<file path="config.mk">
export PLATFORM = sky130hd
export DESIGN_NAME = vec_magnitude_seq
export DESIGN_NICKNAME = d
export VERILOG_FILES = /design/src/rtl/vec_magnitude_seq.sv
export SDC_FILE = /design/constraint.sdc
export NUM_CORES = 1
export LEC_CHECK = 0
export CORE_MARGIN = 3
export CORE_UTILIZATION = 55
export CTS_CLUSTER_DIAMETER = 40
export DETAILED_ROUTE_END_ITERATION = 12
export PLACE_DENSITY = 0.77
export SLEW_MARGIN = 20
export SYNTH_ARGS = -nofsm -noshare
export SYNTH_HDL_FRONTEND = slang
export SYNTH_SLANG_ARGS = --single-unit
</file>
<file path="constraint.sdc">
create_clock -name clk -period 11.4 [get_ports clk]
set_input_delay 1.14 -clock clk [delete_from_list [all_inputs] [get_ports clk]]
set_output_delay 1.14 -clock clk [all_outputs]
set_load 0.01 [all_outputs]
</file>
<file path="src/rtl/vec_magnitude_seq.sv">
// vec_magnitude_seq: sequential sqrt(x^2 + y^2) engine.
// Squares are built with a shift-add multiplier (one partial product per
// cycle), then the root is extracted one bit per cycle with a restoring
// bit-pair algorithm. A start/busy/done handshake drives the block and the
// sum of squares is kept visible for debug.

module vec_magnitude_seq #(
    parameter int W     = 8,   // operand width, 2..16
    parameter int ROUND = 0    // 0 = floor, 1 = round-to-nearest
) (
    input  logic           clk,
    input  logic           rst_n,
    input  logic           ena,
    input  logic           start,
    input  logic [W-1:0]   x,
    input  logic [W-1:0]   y,
    output logic           busy,
    output logic           done,
    output logic [W:0]     mag,
    output logic [2*W:0]   sumsq
);

    localparam int AW = 2 * W;          // width of one square
    localparam int SW = 2 * W + 2;      // root-extraction working width
    localparam int MW = W + 1;          // result width
    localparam int CW = $clog2(W + 2);  // step counter width (counts up to W)

    localparam logic [CW-1:0] MUL_LAST  = CW'(W - 1);
    localparam logic [CW-1:0] SQRT_LAST = CW'(W);

    typedef enum logic [2:0] {
        IDLE,
        SQX,
        SQY,
        SQRT,
        FIN
    } state_t;

    state_t          state;
    logic [CW-1:0]   cnt;

    // xr / yr double as the multiplier shift registers: their LSB selects
    // whether the current shifted multiplicand is accumulated.
    logic [W-1:0]    xr;
    logic [W-1:0]    yr;
    logic [AW-1:0]   mcand;
    logic [AW-1:0]   accx;
    logic [AW-1:0]   accy;
    logic [2*W:0]    s;

    logic [SW-1:0]   rem;
    logic [SW-1:0]   root;
    logic [SW-1:0]   bitm;

    logic [AW-1:0]   accx_next;
    logic [AW-1:0]   accy_next;
    logic [2*W:0]    sum_sq;
    logic [SW-1:0]   trial;
    logic            round_up;

    // Next-step datapath values: partial-product adds, final sum, root trial and rounding decision.
    always_comb begin
        accx_next = accx;
        accy_next = accy;
        if (xr[0]) begin
            accx_next = accx + mcand;
        end
        if (yr[0]) begin
            accy_next = accy + mcand;
        end
        sum_sq   = {1'b0, accx} + {1'b0, accy_next};
        trial    = root + bitm;
        round_up = (ROUND == 1) && (rem > root);
    end

    // Control FSM and datapath registers; everything holds while ena is low.
    always_ff @(posedge clk or negedge rst_n) begin
        if (!rst_n) begin
            state <= IDLE;
            cnt   <= '0;
            xr    <= '0;
            yr    <= '0;
            mcand <= '0;
            accx  <= '0;
            accy  <= '0;
            s     <= '0;
            rem   <= '0;
            root  <= '0;
            bitm  <= '0;
            busy  <= 1'b0;
            done  <= 1'b0;
            mag   <= '0;
            sumsq <= '0;
        end else if (ena) begin
            case (state)
                IDLE: begin
                    done <= 1'b0;
                    if (start) begin
                        xr    <= x;
                        yr    <= y;
                        mcand <= {{W{1'b0}}, x};
                        accx  <= '0;
                        accy  <= '0;
                        cnt   <= '0;
                        busy  <= 1'b1;
                        state <= SQX;
                    end
                end

                SQX: begin
                    accx <= accx_next;
                    if (cnt == MUL_LAST) begin
                        mcand <= {{W{1'b0}}, yr};
                        xr    <= '0;
                        cnt   <= '0;
                        state <= SQY;
                    end else begin
                        mcand <= mcand << 1;
                        xr    <= xr >> 1;
                        cnt   <= cnt + CW'(1);
                    end
                end

                SQY: begin
                    accy <= accy_next;
                    if (cnt == MUL_LAST) begin
                        s     <= sum_sq;
                        rem   <= {1'b0, sum_sq};
                        root  <= '0;
                        bitm  <= {2'b01, {AW{1'b0}}};
                        yr    <= '0;
                        cnt   <= '0;
                        state <= SQRT;
                    end else begin
                        mcand <= mcand << 1;
                        yr    <= yr >> 1;
                        cnt   <= cnt + CW'(1);
                    end
                end

                SQRT: begin
                    if (rem >= trial) begin
                        rem  <= rem - trial;
                        root <= (root >> 1) + bitm;
                    end else begin
                        root <= root >> 1;
                    end
                    bitm <= bitm >> 2;
                    if (cnt == SQRT_LAST) begin
                        cnt   <= '0;
                        state <= FIN;
                    end else begin
                        cnt <= cnt + CW'(1);
                    end
                end

                FIN: begin
                    mag   <= root[W:0] + MW'(round_up);
                    sumsq <= s;
                    done  <= 1'b1;
                    busy  <= 1'b0;
                    state <= IDLE;
                end

                default: begin
                    state <= IDLE;
                    busy  <= 1'b0;
                    done  <= 1'b0;
                end
            endcase
        end
    end

endmodule

</file>
==> metrics.sh <==
PLACEABLECOREAREA_SQ_UM=18300
CRITICAL-PATH-SLOWEST-CELL='a21o_1'
FIRSTDRTPASSITERS=6
ARRIVAL_NS=5.24
SLEW_HEADROOM=0.361
INITIALDRTVIOLATIONCOUNT=447
CTS_BUFFERS=17
AVGROUTEDWIREPERCELL_UM=17.3
PORTBUFFERS=47
PART_OF_THE_YOSYS_AREA_USED_FOR_SEQUENTIAL_ELEMENTS=0.384
FINAL.SETUP.WORST_SLACK_NS=6.44
DRV.MAX_CAP_VIOLATION_COUNT=0
DETAILROUTE.VIA_COUNT=8503
PRE_CTS_SLACK_NS=6.48
FINALHOLDVIOLCOUNT=0
SYNTH_NETS=1255
YOSYS_MOST_USED_DFF='dfrtp_1'
GR-USAGE-ALL-LAYERS=0.240
ROUTABILITYCONGESTION=0.853
RR_WORST_DEPTH=16
WORSTPATHMAXFANOUT=23
RUN_STATUS='finished clean'
LAYOUT.AREA.SEQ_SQ_UM=4030
DRV_SLEW=0
HPWL_DETAILED_UM=17600
SYNTHSIMPLEGATEAREAFRAC=0.153
IR_WORST_VDD_V=0.000169
SYNTH_TOP_AREA_CELLS='dfrtp_1 (38%), ha_1 (10%), nand2_1 (6.2%)'
HORIZ_DIE_DIM_UM=144
SYNTHTOLAYOUTAREAGROWTH_PCT=12.1
CLOCK_INSERTION_DELAY_WORST_SKEW_NS=0.44
TOP_CELLS_BY_INSTANCE_COUNT_AFTER_SYNTHESIS='nand2_1 (174), dfrtp_1 (161), nor2_1 (104)'
FMAX_GHz=0.202
UTILIZATION=0.641
DATA_REQUIRED_CRITICAL_PATH_NS=11.68
IOPINCOUNT=48
DIE_Y_UM=144
SYNTH_WARNINGS=0
FINAL_DESIGN_AREA_NO_FILL_SQ_UM=11800
SYNTH_XOR_AREA_FRAC=0.0710
DIEAREA_SQ_UM=20800
CRIT_PATH_END_KIND='register'
AVGSYNTHCELLAREA_SQ_UM=9.16
HOLD_BUF_CTS=0
WORSTPATHCELLLIST='ha_1 -> a31o_1 -> a31o_1 -> a31o_1 -> a31oi_2 -> o21bai_1 -> a31oi_1 -> nor2_1 -> o21ai_1 -> xor2_1 -> ha_1 -> or2_2 -> a21oi_1 -> a21o_1 -> a21o_1 -> o21ai_0'
DRT-TOTAL-WL_UM=24400
FIRST_GLOBAL_VIAS=8248
FINAL.FILL_COUNT=1521
TRITONCTS='built'
INITIAL_STANDARD_CELL_UTILIZATION_OF_THE_CORE=0.572
SYNTH.MOST_COMMON_CELL='nand2_1'
SETUP-TNS-FINAL_NS=0
CRIT_PATH_FREQUENT_CELL='a31o_1'
DOMINANT_COMBINATIONAL_CELL_FAMILY_BY_AREA_AFTER_SYNTHESIS='compound AO/OA/AOI/OAI gates'
POSTROUTEANTENNANETS=0
POST_SYNTHESIS_ADDER_CELL_AREA_FRACTION=0.110
CTS_MAX_PATH_BUFFERS=2
CLKTRANSATPATHREGS_NS=0.07
MAX_SLEW.WORST_PIN.SLEW_NS=0.959
CTS_MAX_LEVEL=4
GRT_SETUP_UNREPAIRED='false'
NET_COUNT_REPORTED_AT_FINISH=1278
SYNTH-SEQ-CELLS=161
GLOBALROUTEOVERFLOWTOTAL=0
SYNTHESIS.INSTANCES=1145
WORST_PATH_LARGEST_CELL_DELAY_NS=0.66
FIN_CRIT_SH=0.435
HOLDCRITPATHCLASS='reg -> reg'
N_ANTENNA_CELL=0
POST_ROUTE_CELLS_DRIVE_ABOVE_1_SHARE=0.0940
GRT_START_MAX_NET_PINS=106
PLACED_AREA_SQ_UM=11100
KIND_OF_LAUNCH_POINT_OF_THE_WORST_SETUP_PATH='register'
SYNTH_AREA_IN_COMPOUND_GATES=0.203
SETUP-VIOLATIONS-FINAL=0
SHARE_OF_FLIP_FLOPS_WITH_AN_ASYNCHRONOUS_SET_OR_RESET=1.00
SYNTH_MUX_AREA_FRAC=0.0519
POST_SYNTH_INSTANCE_AREA_SQ_UM=10500
CTS.ROOT.BUFFER_CELL='clkbuf_16'
HOLDPATHSTAGES=2
SYNTH-EDFF-COUNT=0
POST-ROUTE-MIN-PERIOD_NS=4.96
TRITONCTS_NUM_SINKS=161
POWERDENSITY_nW_PER_UM2=270
TIMING.CLOCK.SKEW_NS=0.0169
CTS_REPAIR_RESIZE_COUNT=0
SYNTH_LARGEST_TYPE_AREA_FRACTION=0.384
CTS_POST_SETUP_BUFFERS_INSERTED=0
MULTI_INPUT_COMB_AREA_SQ_UM=6190
WORSTSETUPPATHTYPE='reg -> reg'
NUMBER_OF_ANTENNA_VIOLATIONS_AT_THE_FIRST_CHECK_IN_GLOBAL_ROUTING=0
NUMBER_OF_UNIQUE_STANDARD_CELL_TYPES_USED_BY_SYNTHESIS=73
STATIC-LEAKAGE-POWER_nW=5.47
GRT_FIRST_PASS_WIRELENGTH_UM=40000
DRC=0
SYNTH_TOP_AREA_CELL='dfrtp_1'
ROUTED_VIA_DENSITY=6.03
PLACEMENTROWS=49
==> final timing paths <==
kind | to | slack (ns) | startpoint
hold / removal | s[5]$_DFFE_PN0P_ | 0.47 | s[5]$_DFFE_PN0P_
hold reg to reg | s[5]$_DFFE_PN0P_ | 0.47 | s[5]$_DFFE_PN0P_
setup reg to reg | rem[10]$_DFFE_PN0P_ | 6.44 | root[2]$_DFFE_PN0P_
setup / recovery | rem[10]$_DFFE_PN0P_ | 6.44 | root[2]$_DFFE_PN0P_
min in group asynchronous | sumsq[11]$_DFFE_PN0P_ | 0.82 | rst_n
max in group asynchronous | rem[5]$_DFFE_PN0P_ | 9.22 | rst_n
==> logic make-up after synthesis <==
group / Yosys count
simple gates: 368
compound gates: 325
flops: 161
fa+ha+maj: 90
xor+xnor: 85
buf+inv: 67
mux: 49
==> report_power, final <==
part           total (mW)  internal (mW)  switching [mW]  leakage (nW)
Combinational        1.60          0.667           0.938          3.02
Clock               0.646          0.403           0.243         0.318
Sequential          0.919          0.727           0.192          2.14
Total                3.17           1.80            1.37          5.47
==> critical path: cells and delay by family (launching register included) <==
| family | cells | cell delay [ns] |
|---|---|---|
| AOI/OAI and AO/OA | 11 | 3.19 |
| xor gates and xnor gates | 1 | 0.16 |
| adders and majority gates | 2 | 0.64 |
| DFF | 1 | 0.44 |
| and+or+nand+nor | 2 | 0.37 |
==> layer usage <==
metal | GRT usage | vias up | share of wire
met5 | 0 | - | 0
met4 | 0.0808 | 0 | 0.022
met3 | 0.0377 | 44 | 0.041
met2 | 0.400 | 207 | 0.48
met1 | 0.321 | 4101 | 0.46
li1 | - | 4151 | -
==> stage by stage <==
step,std cells,power [mW],hold WS (ns)
detailed placement,1378,2.50,0.462
floorplan,1145,2.12,0.440
global placement,1378,2.45,0.454
global route,1410,3.40,0.499
finish,1410,3.17,0.475
CTS,1410,3.16,0.480
==> cells in the final DEF, fill, tap and decap left out, types with 12 or more instances in the layout <==
cell type	Yosys	routed
o21a_1	12	12
clkbuf_16	0	17
a21oi_1	78	78
mux2_2	41	41
a21o_1	14	14
a31oi_1	18	18
nand3_1	12	12
ha_1	86	86
clkdlybuf4s50_1	0	46
inv_1	19	19
a22o_1	25	25
dfrtp_1	161	161
nor2_1	104	102
xnor2_1	45	45
nand2_1	174	174
nor3_1	19	19
o21ai_1	24	22
xor2_1	40	40
o21ai_0	78	78
==> sequential cells by signal (all words and copies together) (netlist names), 9 cells and up <==
register and cells:
rem 18, root 18, s 17, sumsq 17, accx 16, accy 16, mcand 16, bitm 9
mag 9
==> layout make-up <==
| cell class | count | share of cell area |
|---|---|---|
| inverters | 19 | 0.00607 |
| clock buffers | 21 | 0.0392 |
| repair buffers | 52 | 0.0433 |
| multi-input cells | 917 | 0.527 |
| well taps | 229 | 0.0244 |
| clock inverters | 11 | 0.0171 |
| flip-flops and latches | 161 | 0.343 |
Power figures use the tool's default switching activity.
